[src/rtl/uart8_tx_queue_pkg.sv]
// -----------------------------------------------------------------------------
// uart8_tx_queue_pkg
// Shared definitions for the Uart8 transmit queue:
//   - state_t : launch sequencer states (IDLE, START, SEND)
//   - f_clog2 : ceiling log2, used to size counters from parameters
// -----------------------------------------------------------------------------
package uart8_tx_queue_pkg;

  typedef enum logic [1:0] {
    ST_IDLE  = 2'd0,
    ST_START = 2'd1,
    ST_SEND  = 2'd2
  } state_t;

  // Ceiling log2 of a positive integer; returns 0 for values <= 1.
  function automatic int f_clog2(input int value);
    int v;
    int r;
    v = value - 1;
    r = 0;
    while (v > 0) begin
      r = r + 1;
      v = v >> 1;
    end
    return r;
  endfunction

endpackage

[src/rtl/uart8_byte_fifo.sv]
// -----------------------------------------------------------------------------
// uart8_byte_fifo
// Byte-wide synchronous FIFO with registered count and full/empty flags.
// Ports:
//   i_clk, i_reset : clock, synchronous active-high reset (flushes the queue)
//   i_push, i_data : write request and byte; ignored while full
//   i_pop          : read request; ignored while empty
//   o_head         : byte at the read pointer (valid when !o_empty)
//   o_count        : bytes held (ADDR_WIDTH+1 bits)
//   o_full/o_empty : registered status flags
// -----------------------------------------------------------------------------
module uart8_byte_fifo
  import uart8_tx_queue_pkg::*;
#(
  parameter int DEPTH      = 16,
  parameter int ADDR_WIDTH = 4
) (
  input  logic                  i_clk,
  input  logic                  i_reset,
  input  logic                  i_push,
  input  logic [7:0]            i_data,
  input  logic                  i_pop,
  output logic [7:0]            o_head,
  output logic [ADDR_WIDTH:0]   o_count,
  output logic                  o_full,
  output logic                  o_empty
);

  localparam logic [ADDR_WIDTH:0]   COUNT_ONE = (ADDR_WIDTH + 1)'(1'b1);
  localparam logic [ADDR_WIDTH:0]   COUNT_MAX = (ADDR_WIDTH + 1)'(DEPTH);
  localparam logic [ADDR_WIDTH-1:0] PTR_ONE   = ADDR_WIDTH'(1'b1);

  logic [7:0]            r_mem [DEPTH];
  logic [ADDR_WIDTH-1:0] r_wr_ptr;
  logic [ADDR_WIDTH-1:0] r_rd_ptr;
  logic [ADDR_WIDTH:0]   r_count;
  logic                  r_full;
  logic                  r_empty;

  logic                  w_push_ok;
  logic                  w_pop_ok;
  logic [ADDR_WIDTH:0]   w_count_nxt;

  // Full blocks a push even when a pop happens in the same cycle, so the
  // accept decision depends only on registered state.
  assign w_push_ok = i_push && !r_full;
  assign w_pop_ok  = i_pop && !r_empty;

  // Next occupancy: simultaneous push and pop leaves the count unchanged.
  always_comb begin
    w_count_nxt = r_count;
    case ({w_push_ok, w_pop_ok})
      2'b10:   w_count_nxt = r_count + COUNT_ONE;
      2'b01:   w_count_nxt = r_count - COUNT_ONE;
      default: w_count_nxt = r_count;
    endcase
  end

  // Storage array; contents need no reset because pointers define validity.
  always_ff @(posedge i_clk) begin
    if (w_push_ok) begin
      r_mem[r_wr_ptr] <= i_data;
    end
  end

  // Pointers, count and flags; pointers wrap naturally mod DEPTH.
  always_ff @(posedge i_clk) begin
    if (i_reset) begin
      r_wr_ptr <= {ADDR_WIDTH{1'b0}};
      r_rd_ptr <= {ADDR_WIDTH{1'b0}};
      r_count  <= {(ADDR_WIDTH + 1){1'b0}};
      r_full   <= 1'b0;
      r_empty  <= 1'b1;
    end else begin
      if (w_push_ok) begin
        r_wr_ptr <= r_wr_ptr + PTR_ONE;
      end
      if (w_pop_ok) begin
        r_rd_ptr <= r_rd_ptr + PTR_ONE;
      end
      r_count <= w_count_nxt;
      r_full  <= (w_count_nxt == COUNT_MAX);
      r_empty <= (w_count_nxt == {(ADDR_WIDTH + 1){1'b0}});
    end
  end

  assign o_head  = r_mem[r_rd_ptr];
  assign o_count = r_count;
  assign o_full  = r_full;
  assign o_empty = r_empty;

endmodule

[src/rtl/uart8_tx_queue.sv]
// -----------------------------------------------------------------------------
// uart8_tx_queue
// Byte queue plus launch sequencer feeding the Uart8 transmitter. System logic
// pushes bytes on a valid/ready handshake; the sequencer presents one byte at a
// time on txEn/txStart/txData, holds txStart until the transmitter's busy flag
// is seen, then waits for the frame to end.
// Ports:
//   i_clk, i_reset   : board clock, synchronous active-high reset
//   i_enable         : allow launching new frames (sampled only in IDLE)
//   i_in_valid/data  : byte offered for queuing
//   o_in_ready       : queue can accept (not full)
//   o_count          : bytes held, excluding the byte being launched
//   o_tx_en/start    : to Uart8 txEn / txStart
//   o_tx_data        : to Uart8 data input, stable while o_tx_start is high
//   i_tx_busy        : Uart8 busy flag from the transmit clock domain
//   o_sent           : one-cycle pulse per completed frame
//   o_timeout_err    : one-cycle pulse when a byte is abandoned
// -----------------------------------------------------------------------------
module uart8_tx_queue
  import uart8_tx_queue_pkg::*;
#(
  parameter int DEPTH         = 16,
  parameter int ADDR_WIDTH    = 4,
  parameter int START_TIMEOUT = 4096
) (
  input  logic                  i_clk,
  input  logic                  i_reset,
  input  logic                  i_enable,
  input  logic                  i_in_valid,
  input  logic [7:0]            i_in_data,
  output logic                  o_in_ready,
  output logic [ADDR_WIDTH:0]   o_count,
  output logic                  o_tx_en,
  output logic                  o_tx_start,
  output logic [7:0]            o_tx_data,
  input  logic                  i_tx_busy,
  output logic                  o_sent,
  output logic                  o_timeout_err
);

  localparam int TIMER_WIDTH = (f_clog2(START_TIMEOUT) < 1) ? 1 : f_clog2(START_TIMEOUT);
  localparam logic [TIMER_WIDTH-1:0] TIMER_LAST = TIMER_WIDTH'(START_TIMEOUT - 1);
  localparam logic [TIMER_WIDTH-1:0] TIMER_ONE  = TIMER_WIDTH'(1'b1);

  // Busy synchroniser
  logic                   r_busy_meta;
  logic                   r_busy_s;

  // Sequencer state and registered outputs
  state_t                 r_state;
  state_t                 w_state_nxt;
  logic [TIMER_WIDTH-1:0] r_timer;
  logic [TIMER_WIDTH-1:0] w_timer_nxt;
  logic                   r_tx_en;
  logic                   w_tx_en_nxt;
  logic                   r_tx_start;
  logic                   w_tx_start_nxt;
  logic [7:0]             r_tx_data;
  logic [7:0]             w_tx_data_nxt;
  logic                   r_sent;
  logic                   w_sent_nxt;
  logic                   r_timeout_err;
  logic                   w_timeout_err_nxt;

  // FIFO interface
  logic                   w_pop;
  logic                   w_push;
  logic [7:0]             w_head;
  logic [ADDR_WIDTH:0]    w_count;
  logic                   w_full;
  logic                   w_empty;

  assign w_push = i_in_valid && !w_full;

  uart8_byte_fifo #(
    .DEPTH      (DEPTH),
    .ADDR_WIDTH (ADDR_WIDTH)
  ) u_fifo (
    .i_clk   (i_clk),
    .i_reset (i_reset),
    .i_push  (w_push),
    .i_data  (i_in_data),
    .i_pop   (w_pop),
    .o_head  (w_head),
    .o_count (w_count),
    .o_full  (w_full),
    .o_empty (w_empty)
  );

  // Two-flop synchroniser for the transmitter busy flag. It is deliberately
  // left out of reset: after a reset mid-frame it must keep tracking the
  // still-running transmitter so IDLE does not launch into a busy Uart8.
  always_ff @(posedge i_clk) begin
    r_busy_meta <= i_tx_busy;
    r_busy_s    <= r_busy_meta;
  end

  // Sequencer next-state and next-output logic.
  always_comb begin
    w_state_nxt       = r_state;
    w_timer_nxt       = r_timer;
    w_tx_en_nxt       = r_tx_en;
    w_tx_start_nxt    = r_tx_start;
    w_tx_data_nxt     = r_tx_data;
    w_sent_nxt        = 1'b0;
    w_timeout_err_nxt = 1'b0;
    w_pop             = 1'b0;

    case (r_state)
      ST_IDLE: begin
        w_timer_nxt = {TIMER_WIDTH{1'b0}};
        // !busy guard keeps us from launching while a frame started before
        // a reset is still on the line.
        if (i_enable && !w_empty && !r_busy_s) begin
          w_pop          = 1'b1;
          w_tx_data_nxt  = w_head;
          w_tx_start_nxt = 1'b1;
          w_tx_en_nxt    = 1'b1;
          w_state_nxt    = ST_START;
        end else begin
          w_tx_start_nxt = 1'b0;
          w_tx_en_nxt    = i_enable;
        end
      end

      ST_START: begin
        if (r_busy_s) begin
          w_tx_start_nxt = 1'b0;
          w_tx_en_nxt    = 1'b1;
          w_timer_nxt    = {TIMER_WIDTH{1'b0}};
          w_state_nxt    = ST_SEND;
        end else if (r_timer == TIMER_LAST) begin
          // Transmitter never acknowledged: drop the byte and report it.
          w_tx_start_nxt    = 1'b0;
          w_timeout_err_nxt = 1'b1;
          w_tx_en_nxt       = i_enable;
          w_timer_nxt       = {TIMER_WIDTH{1'b0}};
          w_state_nxt       = ST_IDLE;
        end else begin
          w_tx_start_nxt = 1'b1;
          w_tx_en_nxt    = 1'b1;
          w_timer_nxt    = r_timer + TIMER_ONE;
        end
      end

      ST_SEND: begin
        w_tx_start_nxt = 1'b0;
        if (!r_busy_s) begin
          // enable is only honoured here, once the frame has fully ended.
          w_sent_nxt  = 1'b1;
          w_tx_en_nxt = i_enable;
          w_state_nxt = ST_IDLE;
        end else begin
          w_tx_en_nxt = 1'b1;
        end
      end

      default: begin
        w_tx_start_nxt = 1'b0;
        w_tx_en_nxt    = 1'b0;
        w_timer_nxt    = {TIMER_WIDTH{1'b0}};
        w_state_nxt    = ST_IDLE;
      end
    endcase
  end

  // Sequencer state, timer and registered outputs.
  always_ff @(posedge i_clk) begin
    if (i_reset) begin
      r_state       <= ST_IDLE;
      r_timer       <= {TIMER_WIDTH{1'b0}};
      r_tx_en       <= 1'b0;
      r_tx_start    <= 1'b0;
      r_tx_data     <= 8'h00;
      r_sent        <= 1'b0;
      r_timeout_err <= 1'b0;
    end else begin
      r_state       <= w_state_nxt;
      r_timer       <= w_timer_nxt;
      r_tx_en       <= w_tx_en_nxt;
      r_tx_start    <= w_tx_start_nxt;
      r_tx_data     <= w_tx_data_nxt;
      r_sent        <= w_sent_nxt;
      r_timeout_err <= w_timeout_err_nxt;
    end
  end

  assign o_in_ready    = !w_full;
  assign o_count       = w_count;
  assign o_tx_en       = r_tx_en;
  assign o_tx_start    = r_tx_start;
  assign o_tx_data     = r_tx_data;
  assign o_sent        = r_sent;
  assign o_timeout_err = r_timeout_err;

endmodule

[config.mk]
export PLATFORM = sky130hd
export DESIGN_NAME = uart8_tx_queue
export DESIGN_NICKNAME = d
export VERILOG_FILES = /design/src/rtl/uart8_tx_queue_pkg.sv /design/src/rtl/uart8_byte_fifo.sv /design/src/rtl/uart8_tx_queue.sv
export SDC_FILE = /design/constraint.sdc
export NUM_CORES = 1
export LEC_CHECK = 0
export ABC_AREA = 1
export CAP_MARGIN = 40
export CORE_MARGIN = 2
export CORE_UTILIZATION = 60
export CTS_CLUSTER_DIAMETER = 60
export CTS_CLUSTER_SIZE = 30
export DETAILED_ROUTE_END_ITERATION = 10
export HOLD_SLACK_MARGIN = 0.12
export PLACE_DENSITY = 0.86
export SLEW_MARGIN = 20
export SYNTH_ARGS = -nofsm -noshare
export SYNTH_HDL_FRONTEND = slang
export SYNTH_SLANG_ARGS = --single-unit
[constraint.sdc]
create_clock -name i_clk -period 2.5 [get_ports i_clk]
set_clock_uncertainty 0.15 [all_clocks]
set_input_delay 0.375 -clock i_clk [delete_from_list [all_inputs] [get_ports i_clk]]
set_output_delay 0.375 -clock i_clk [all_outputs]
set_load 0.03 [all_outputs]
==> impl_metrics.yaml <==
outcome:
  outcome: "finished clean"
sta:
  slew_violations: 0
  holdWs_ps: 177.5
  fin_crit_sh_pct: 91.71
  layout_setup_ws_ps: 207.3
  worst_slew_pin_slew_ps: 635.0
  hold_viol_final: 0
  fmax_mhz: 436.2
  setup_viol: 0
  period_minus_slack_ps: 2293
  maxSlewHeadroom_pct: 57.53
  rsz0062_at_grt: "false"
worst_setup_path:
  critPathKind: "in -> reg"
  critPathRequiredTime_ps: 2650
  crit_path_frequent_cell: "nand2_1"
  reg2regPathDepth: 15
  endpoint_kind: "flip-flop"
  arrival_ps: 2440
  cp-start-kind: "input pin"
  crit_chain: "clkdlybuf4s50_1 -> nand2_2 -> nor2_2 -> nand3_2 -> nand2_1 -> nand2_1 -> ha_1 -> a21oi_1 -> inv_1 -> nand2_1 -> nand3_1 -> o21ai_1 -> nor2_2 -> nand3_1 -> nand2_1"
  cpPeakStageDelay_ps: 550
  cpMaxStageDelayCell: "clkdlybuf4s50_1"
  critical_path.max_fanout: 4
route:
  vias_per_cell: 6.367
  drt_pre_antenna_iters: 7
  drt_iter0_drc: 983
  wirelength_um: 17460
  ant_nets: 0
  vias: 5310
  drc_errors: 0
  wire_per_inst_um: 20.93
place:
  hpwl_um: 10720
  gp_congestion: 0.8630
  pre_cts_ws_ps: -128.6
  numPortBuffers: 30
flow_run:
  drv_cap: 0
floorplan:
  initial_core_util_pct: 61.66
  io_pins: 31
  die_area_mm2: 0.01267
  placementRows: 39
  core_area_mm2: 0.01147
  die_w_um: 112.6
  die_h_um: 112.6
clock_tree:
  path_clk_slew_ps: 60
  cts_buffers: 17
  clockBufferDepth: 2
  insertion_delay_ps: 430
  cts_hold_buf: 0
  cts_resized: 0
  cts_tree: "yes"
  clockRootBuffer: "clkbuf_16"
  cts.sinks: 171
  htreeDepth: 4
  postCtsSetupRepairBufs: 0
logic_synthesis:
  syn-num-nets: 652
  ys_ff_latch: 171
  synth.distinct_cells: 37
  synth.avg_cell_area_um2: 11.21
  syn_area_mm2: 0.007071
  yosysWarnings: 0
  ys_seq_area_share_pct: 66.54
  syn_inst: 631
power:
  p_seq_share_pct: 49.8
  pwr-share-comb_pct: 8.2
  cellInternalPower_mw: 4.788
  max-vdd-ir-drop_uv: 555.0
  p_per_area_mw_per_mm2: 771.7
  p_sw_share_pct: 24.40
  switchingPower_mw: 1.546
  p_leak_nw: 2.858
  power.total_mw: 6.334
  clkPwrFrac_pct: 42.0
min_path:
  hold_path_class: "reg -> reg"
  holdPathStages: 0
final_layout:
  syn2layout_area_growth_pct: 16.09
  drive_gt1_share_pct: 13.02
  num_antenna_cells: 0
  fin_nets: 699
global_routing:
  first_global_vias: 5219
  antenna_found_initial: 0
  grt-ovfl-total: 0
  groute.usage.overall_pct: 28.36
  grt_pass1_wl_um: 27430
  grt_max_degree: 35
[synthesized netlist by cell type]
cell type | n | area, um2
edfxtp_1 | 128 | 3844
xor2_1 | 3 | 26.28
buf_2 | 5 | 25.02
inv_1 | 40 | 150.1
o22ai_1 | 12 | 75.07
nand3b_1 | 1 | 7.510
dfxtp_1 | 43 | 860.8
nand4_1 | 5 | 31.28
nand3_1 | 24 | 120.1
o211ai_1 | 22 | 165.2
buf_4 | 4 | 30.03
o21bai_1 | 1 | 7.510
a211oi_1 | 2 | 15.01
inv_2 | 9 | 33.78
o21ai_0 | 68 | 340.3
clkbuf_1 | 19 | 71.32
nand3_2 | 6 | 60.06
buf_6 | 3 | 33.78
o221ai_1 | 20 | 175.2
nand2_2 | 3 | 18.77
nor3_2 | 1 | 10.01
or2_2 | 1 | 6.260
nor2_4 | 2 | 22.52
a31oi_1 | 2 | 12.51
a21oi_1 | 21 | 105.1
nor4_1 | 2 | 12.51
xnor2_1 | 1 | 8.760
nor3_1 | 6 | 30.03
ha_1 | 8 | 100.1
nand2_4 | 2 | 22.52
nand2_1 | 57 | 214.0
o31ai_1 | 1 | 7.510
clkinv_1 | 1 | 3.750
nor2_2 | 4 | 25.02
nor2_1 | 99 | 371.6
o21ai_1 | 4 | 20.02
a22oi_1 | 1 | 7.510
[stage by stage]
stage	util [%]	std cells	instance area [um2]	TNS, ps
final	71.58	834	8208	0
after global routing	71.58	834	8208	0
after detailed placement	66.35	802	7609	-202.0
after CTS	71.58	834	8208	0
after global placement	66.35	802	7609	0
after floorplan	-	631	7071	0
[area by class of cell]
type,instances,area [um2]
sequential,171,4706
fill,701,3259
multi-input combinational,379,2018
timing repair buffer,59,518.0
clock buffer,19,475.5
inverter,50,187.7
tap,143,178.9
clock inverter,13,123.9
[cell families after synthesis]
logic type / Yosys count / share of synthesized area, %
AOI/OAI and AO/OA: 154 / 13.17
xor gates and xnor gates: 4 / 0.4956
adders and majority gates: 8 / 1.416
buffers and inverters: 81 / 4.919
DFF: 171 / 66.54
and+or+nand+nor: 213 / 13.47
[per-layer routing]
layer / share of wire, % / up-vias / GRT usage, %
met1: 37 / 2534 / 35.06
li1: - / 2356 / -
met2: 52 / 358 / 49.14
met3: 8.2 / 62 / 6.048
met4: 3.0 / 0 / 10.81
met5: 0 / - / 0
[worst max-delay path: cells and delay by family]
kind / cells / cell delay [ps]
and+or+nand+nor: 10 / 840
buffers and inverters: 2 / 670
AOI/OAI and AO/OA: 2 / 350
adders and majority gates: 1 / 200
[flip-flops by register name (all words and copies together), names as in the netlist]
signal,count
u_fifo.r_rd_ptr,4
r_timer,12
r_busy_s,1
u_fifo.r_mem,128
r_busy_meta,1
u_fifo.o_empty,1
o_tx_data,8
o_timeout_err,1
r_state,2
u_fifo.r_wr_ptr,4
o_sent,1
u_fifo.o_full,1
u_fifo.o_count,5
o_tx_en,1
o_tx_start,1
[cell usage in the layout (no fill, tap or decap), drive strengths merged]
cell / Yosys / layout
clkinv: 1 / 5
or2: 1 / 1
nor3: 7 / 7
o22ai: 12 / 12
clkdlybuf4s50: 0 / 30
o31ai: 1 / 1
nor4: 2 / 2
edfxtp: 128 / 128
nand4: 5 / 5
clkbuf: 19 / 19
nand2: 62 / 62
a22oi: 1 / 1
o211ai: 22 / 22
ha: 8 / 8
a21oi: 21 / 21
a211oi: 2 / 2
inv: 49 / 57
o21bai: 1 / 1
o21ai: 72 / 72
nor2: 105 / 105
buf: 12 / 29
bufinv: 0 / 1
a31oi: 2 / 2
dfxtp: 43 / 43
nand3b: 1 / 1
nand3: 30 / 30
xnor2: 1 / 1
o221ai: 20 / 20
xor2: 3 / 3
[power by group through the flow]
stage	logic (mW)	clock network (mW)	registers, mW
2_1_floorplan	0.280	0	3.24
3_3_place_gp	0.467	0	3.21
3_5_place_dp	0.496	0	3.21
4_1_cts	0.512	2.66	3.15
5_1_grt	0.561	2.76	3.16
6_report	0.521	2.66	3.15
[final timing paths]
path / end / slack, ps / start
setup / recovery: u_fifo.o_empty / 210 / i_enable
hold / removal: r_busy_s / 180 / r_busy_meta
setup reg to reg: u_fifo.o_empty / 260 / r_busy_s
hold reg to reg: r_busy_s / 180 / r_busy_meta
Note: power is estimated with default switching activity, not from simulation.
